`config.mk`:
```
export PLATFORM = sky130hd
export DESIGN_NAME = multicycle_control_unit
export DESIGN_NICKNAME = d
export VERILOG_FILES = /design/src/rtl/multicycle_control_unit.sv
export SDC_FILE = /design/constraint.sdc
export NUM_CORES = 1
export LEC_CHECK = 0
export ABC_AREA = 1
export CAP_MARGIN = 15
export CORE_MARGIN = 3
export CORE_UTILIZATION = 40
export CTS_CLUSTER_DIAMETER = 60
export DETAILED_ROUTE_END_ITERATION = 16
export PLACE_DENSITY = 0.79
export SYNTH_ARGS = -nofsm -noshare
export SYNTH_HDL_FRONTEND = slang
export SYNTH_SLANG_ARGS = --single-unit
```
`constraint.sdc`:
```
create_clock -name clk -period 1.6 [get_ports clk]
set_input_delay 0.32 -clock clk [delete_from_list [all_inputs] [get_ports clk]]
set_output_delay 0.32 -clock clk [all_outputs]
set_load 0.02 [all_outputs]
```
`src/rtl/multicycle_control_unit.sv`:
```
// Multicycle MIPS-style control FSM with a memory-handshake timeout.
// Define MCU_BNE_EN to add the bne instruction (opcode 000101).
module multicycle_control_unit #(
  parameter int unsigned TIMEOUT   = 15,
  parameter int unsigned ALUCTRL_W = 3
) (
  input  logic                 clk,
  input  logic                 rst_n,
  input  logic [5:0]           Opcode,
  input  logic [5:0]           Funct,
  input  logic                 Zero,
  input  logic                 mem_ready,
  output logic                 IorD,
  output logic                 MemWrite,
  output logic                 IRWrite,
  output logic                 RegWrite,
  output logic                 RegDst,
  output logic                 MemtoReg,
  output logic                 ALUSrcA,
  output logic                 Branch,
  output logic                 PCWrite,
  output logic                 PCEn,
  output logic                 illegal_op,
  output logic                 mem_err,
  output logic [1:0]           ALUSrcB,
  output logic [1:0]           PCSrc,
  output logic [ALUCTRL_W-1:0] ALUControl,
  output logic [3:0]           state
);

  typedef enum logic [3:0] {
    StFetch  = 4'd0,
    StDecode = 4'd1,
    StMemadr = 4'd2,
    StMemrd  = 4'd3,
    StMemwb  = 4'd4,
    StMemwr  = 4'd5,
    StExec   = 4'd6,
    StAluwb  = 4'd7,
    StBeq    = 4'd8,
    StAddiex = 4'd9,
    StAddiwb = 4'd10,
    StJump   = 4'd11,
    StBne    = 4'd12
  } state_e;

  localparam int unsigned CntW = $clog2(TIMEOUT + 1);
  localparam logic [CntW-1:0] CntMax = CntW'(TIMEOUT);

  localparam logic [5:0] OpLw   = 6'b100011;
  localparam logic [5:0] OpSw   = 6'b101011;
  localparam logic [5:0] OpR    = 6'b000000;
  localparam logic [5:0] OpBeq  = 6'b000100;
  localparam logic [5:0] OpAddi = 6'b001000;
  localparam logic [5:0] OpJ    = 6'b000010;
`ifdef MCU_BNE_EN
  localparam logic [5:0] OpBne  = 6'b000101;
`endif

  state_e          state_q, state_d;
  logic [CntW-1:0] cnt_q, cnt_d;
  logic            wait_st, timeout;
  state_e          dec_next;
  logic            op_legal;
  logic [2:0]      fn_alu;
  logic            fn_legal;
  logic [2:0]      aluc;
  logic            take_br;

  assign state   = state_q;
  assign wait_st = (state_q == StFetch) || (state_q == StMemrd) || (state_q == StMemwr);
  // mem_ready in the final allowed cycle still counts as a normal completion
  assign timeout = wait_st && !mem_ready && (cnt_q == CntMax);

  always_comb begin
    op_legal = 1'b1;
    dec_next = StFetch;
    case (Opcode)
      OpLw, OpSw: dec_next = StMemadr;
      OpR:        dec_next = StExec;
      OpBeq:      dec_next = StBeq;
      OpAddi:     dec_next = StAddiex;
      OpJ:        dec_next = StJump;
`ifdef MCU_BNE_EN
      OpBne:      dec_next = StBne;
`endif
      default:    op_legal = 1'b0;
    endcase
  end

  always_comb begin
    fn_legal = 1'b1;
    fn_alu   = 3'b010;
    case (Funct)
      6'b100000: fn_alu = 3'b010;
      6'b100010: fn_alu = 3'b110;
      6'b100100: fn_alu = 3'b000;
      6'b100101: fn_alu = 3'b001;
      6'b101010: fn_alu = 3'b111;
      default:   fn_legal = 1'b0;
    endcase
  end

  always_comb begin
    state_d = StFetch;
    case (state_q)
      StFetch:  state_d = mem_ready ? StDecode : StFetch;
      StDecode: state_d = dec_next;
      StMemadr: state_d = (Opcode == OpSw) ? StMemwr : StMemrd;
      StMemrd:  state_d = mem_ready ? StMemwb : (timeout ? StFetch : StMemrd);
      StMemwr:  state_d = (mem_ready || timeout) ? StFetch : StMemwr;
      StExec:   state_d = StAluwb;
      StAddiex: state_d = StAddiwb;
      default:  state_d = StFetch;
    endcase
  end

  // Counter only advances while a wait state is held, so it is zero on every entry
  always_comb begin
    cnt_d = '0;
    if (wait_st && !mem_ready && !timeout) begin
      cnt_d = cnt_q + CntW'(1);
    end
  end

  always_ff @(posedge clk or negedge rst_n) begin
    if (!rst_n) begin
      state_q <= StFetch;
      cnt_q   <= '0;
    end else begin
      state_q <= state_d;
      cnt_q   <= cnt_d;
    end
  end

  always_comb begin
    IorD       = 1'b0;
    MemWrite   = 1'b0;
    IRWrite    = 1'b0;
    RegWrite   = 1'b0;
    RegDst     = 1'b0;
    MemtoReg   = 1'b0;
    ALUSrcA    = 1'b0;
    Branch     = 1'b0;
    PCWrite    = 1'b0;
    illegal_op = 1'b0;
    mem_err    = 1'b0;
    ALUSrcB    = 2'b00;
    PCSrc      = 2'b00;
    aluc       = 3'b000;
    take_br    = 1'b0;
    case (state_q)
      StFetch: begin
        ALUSrcB = 2'b01;
        aluc    = 3'b010;
        IRWrite = mem_ready;
        PCWrite = mem_ready;
        mem_err = timeout;
      end
      StDecode: begin
        ALUSrcB    = 2'b11;
        aluc       = 3'b010;
        illegal_op = !op_legal;
      end
      StMemadr, StAddiex: begin
        ALUSrcA = 1'b1;
        ALUSrcB = 2'b10;
        aluc    = 3'b010;
      end
      StMemrd: begin
        IorD    = 1'b1;
        mem_err = timeout;
      end
      StMemwr: begin
        IorD     = 1'b1;
        MemWrite = !timeout;
        mem_err  = timeout;
      end
      StMemwb: begin
        MemtoReg = 1'b1;
        RegWrite = 1'b1;
      end
      StExec: begin
        ALUSrcA    = 1'b1;
        aluc       = fn_alu;
        illegal_op = !fn_legal;
      end
      StAluwb: begin
        RegDst   = 1'b1;
        RegWrite = 1'b1;
      end
      StBeq: begin
        ALUSrcA = 1'b1;
        aluc    = 3'b110;
        Branch  = 1'b1;
        PCSrc   = 2'b01;
        take_br = Zero;
      end
`ifdef MCU_BNE_EN
      StBne: begin
        ALUSrcA = 1'b1;
        aluc    = 3'b110;
        Branch  = 1'b1;
        PCSrc   = 2'b01;
        take_br = !Zero;
      end
`endif
      StAddiwb: RegWrite = 1'b1;
      StJump: begin
        PCSrc   = 2'b10;
        PCWrite = 1'b1;
      end
      default: ;
    endcase
    PCEn = PCWrite | (Branch & take_br);
    // State already reads FETCH in reset; keep its strobes quiet too
    if (!rst_n) begin
      IRWrite  = 1'b0;
      PCWrite  = 1'b0;
      PCEn     = 1'b0;
      MemWrite = 1'b0;
      RegWrite = 1'b0;
    end
    ALUControl = ALUCTRL_W'(aluc);
  end

endmodule

```
==> flow_metrics.env <==
export IMPL_drtAntennaViolNets=0
export IMPL_num_antenna_cells=0
export IMPL_cp_data_arrival_time_ns=1.64
export IMPL_synth_fa_ha_area_frac=0.0155
export IMPL_rsz0062_at_grt="yes"
export IMPL_peakVddDrop_uv=1230
export IMPL_cp_cell_sequence="dlygate4sd2_1, inv_1, nor2_1, nand3_1, nand3_1, nor2_1, nand2_1, nand2_1, buf_6"
export IMPL_min_path_type="in -> async"
export IMPL_crit_buf_inv=3
export IMPL_critPathSlowestCell="dlygate4sd2_1"
export IMPL_finClkSkew_ns=0.00308
export IMPL_crit_path_start_kind="primary input"
export IMPL_routabilityCongestion=0.825
export IMPL_rrSetupSlack_ns=-0.07
export IMPL_setup_tns_final_ns=-3.95
export IMPL_clk_path_buf_depth=2
export IMPL_powerDensity_nw_per_um2=1290
export IMPL_synth_xor_area_frac=0.0217
export IMPL_nets=246
export IMPL_die_area_um2=2590
export IMPL_vias_per_cell=6.16
export IMPL_period_share=1.23
export IMPL_grt_max_degree=9
export IMPL_drt_first_pass_iters=6
export IMPL_crit_family="simple AND/OR/NAND/NOR gates"
export IMPL_switchingPower_mw=1.17
export IMPL_comb_power_share=0.765
export IMPL_drv_cap=0
export IMPL_synth_compound_area_share=0.0901
export IMPL_tightest_slew_ns=0.266
export IMPL_drive_gt1_frac=0.546
export IMPL_clk_pin_slew_worst_paths_ns=0.05
export IMPL_antenna_found_initial=0
export IMPL_timing_rr_end="state[1]$_DFF_PN0_"
export IMPL_power_frac_clock=0.068
export IMPL_vias=1552
export IMPL_start_util=0.443
export IMPL_syn_avg_cell_area_um2=5.67
export IMPL_ctsHtreeMaxLevel=1
export IMPL_switching_share=0.512
export IMPL_drt_iter0_markers=121
export IMPL_io_pins=39
export IMPL_io_buffers=38
export IMPL_critical_path_class="in -> out"
export IMPL_synthMuxAreaShare=0
export IMPL_clkLatencyLatePin_ns=0.26
export IMPL_syn2layout_area_growth_pct=119
export IMPL_wire_per_inst_um=21.0
export IMPL_nFillCells=33
export IMPL_finalCriticalPeriod_ns=1.96
export IMPL_cts_made_buffers=3
export IMPL_hpwlAfterDp_mm=2.30
export IMPL_layout_common_cells="buf_4, nand2_1, nor2_1, inv_1, buf_6"
export IMPL_worstPathMaxFanout=3
export IMPL_postRouteWirelength_mm=5.30
export IMPL_critical_path_max_stage_delay_ns=0.28
export IMPL_r2r_start="state[1]$_DFF_PN0_"
export IMPL_drv_slew=0
export IMPL_core_area_um2=1820
export IMPL_grt_overflow=0
export IMPL_grt_usage=0.336
export IMPL_synthSimpleGateAreaFrac=0.489
export IMPL_p_int_mw=1.12
export IMPL_die_x_um=50.9
export IMPL_max_freq_ghz=0.509
export IMPL_synth_seq_cells=8
export IMPL_power_frac_seq=0.167
export IMPL_clk_root_buffer_cell="clkbuf_4"
export IMPL_synth_top_family_by_area="simple AND/OR/NAND/NOR gates"
export IMPL_first_global_vias=1385
export IMPL_final_common_cell="buf_4"
export IMPL_whs_ns=0.534
export IMPL_grt_pass1_wl_mm=6.46
export IMPL_postSynthCellCount=142
export IMPL_p_leak_nw=0.991
export IMPL_rows=15
export IMPL_ys_warn_count=0
export IMPL_ys_seq_area_frac=0.248
export IMPL_status="complete, but fails checks"
export IMPL_critical_path_required_ns=1.28
export IMPL_setup_ws_ns=-0.364
export IMPL_slew_headroom=0.822
export IMPL_route_detailed_drc=0
export IMPL_syn_cell_area_um2=806
export IMPL_failed_checks="setup timing"
export IMPL_syn_nets=159
export IMPL_endpoint_kind="output pin"
export IMPL_finalSetupViolCount=21
export IMPL_die_h_um=50.9
export IMPL_cts_tree="done"
export IMPL_reg2reg_depth=10
export IMPL_synthDistinctLibCells=21
export IMPL_hold_viol=0
export IMPL_clkSinkCount=8
logic make-up (layout without fill, tap and decap cells):
logic type	count (synthesis)	count (layout)
compound gates	13	13
fa+ha+maj	1	1
simple gates	90	90
flops	8	8
xor+xnor	2	2
buf+inv	28	113
stage by stage:
step	instances	setup slack, ns	utilization	cell area [um^2]	power, mW
after floorplan	142	-0.00952	-	820	0.968
after global placement	239	-0.613	0.816	1490	1.63
after detailed placement	239	-0.654	0.816	1490	1.66
after CTS	247	-0.158	0.913	1660	1.98
after global routing	252	-0.447	0.970	1770	2.38
final	252	-0.364	0.970	1770	2.29
power by group through the flow:
stage,registers [mW],clock network (mW),logic (mW)
3_3_place_gp,0.316,0,1.31
2_1_floorplan,0.351,0,0.618
6_report,0.381,0.156,1.75
4_1_cts,0.344,0.156,1.48
5_1_grt,0.386,0.174,1.82
3_5_place_dp,0.319,0,1.34
synthesized netlist by cell type, drive strengths merged:
library cell,instances,area (um^2)
nor2,34,130
o21ai,4,20.0
ha,1,12.5
buf,1,7.51
xnor2,1,8.76
a31oi,1,6.26
o22ai,1,6.26
or2,1,6.26
xor2,1,8.76
nand3b,3,26.3
a21oi,5,25.0
o21a,1,7.51
o211ai,1,7.51
dfrtp,8,200
inv,27,101
nand3,15,85.1
nand2,34,128
nand4,3,18.8
per-layer routing:
metal / wire, um / track usage / part of all wire
met1: 1700 / 0.348 / 0.32
met4: 516 / 0.215 / 0.097
met2: 2490 / 0.624 / 0.47
met3: 595 / 0.0496 / 0.11
met5: 0 / 0 / 0
worst max-delay path by stage:
stage	start	to	slack [ns]	cells past startpoint
detailed placement	Opcode[5]	illegal_op	-0.65	8
finish	Opcode[3]	illegal_op	-0.36	9
global route	state[2]$_DFF_PN0_	RegWrite	-0.45	8
CTS	state[3]$_DFF_PN0_	illegal_op	-0.16	6
global placement	Opcode[5]	illegal_op	-0.61	8
floorplan	state[2]$_DFF_PN0_	ALUSrcB[1]	-0.01	6
sequential cells by signal, indices dropped and copies added, names as in the netlist:
| register | cells |
|---|---|
| cnt_q | 4 |
| state | 4 |
worst register-to-register path: cells and delay by family, from the launching register on:
family | cells | cell delay [ns]
DFF | 1 | 0.49
buffers and inverters | 4 | 0.52
and+or+nand+nor | 6 | 0.55
what timing repair did:
action / in CTS / in global routing
pin swaps: 15 / 10
hold buffers: 0 / 0
setup buffers: 5 / 5
gates resized for setup: 162 / 34
cloned: 0 / 0
setup endpoints to repair: 23 / 21
cell type report:
class,instances,area [um^2],area share
flip-flops and latches,8,205,0.116
repair buffers,83,711,0.402
clock buffers,3,22.5,0.0127
multi-input cells,106,686,0.388
inverters,27,111,0.0630
well taps,25,31.3,0.0177
(Power assumes the default switching activity.)
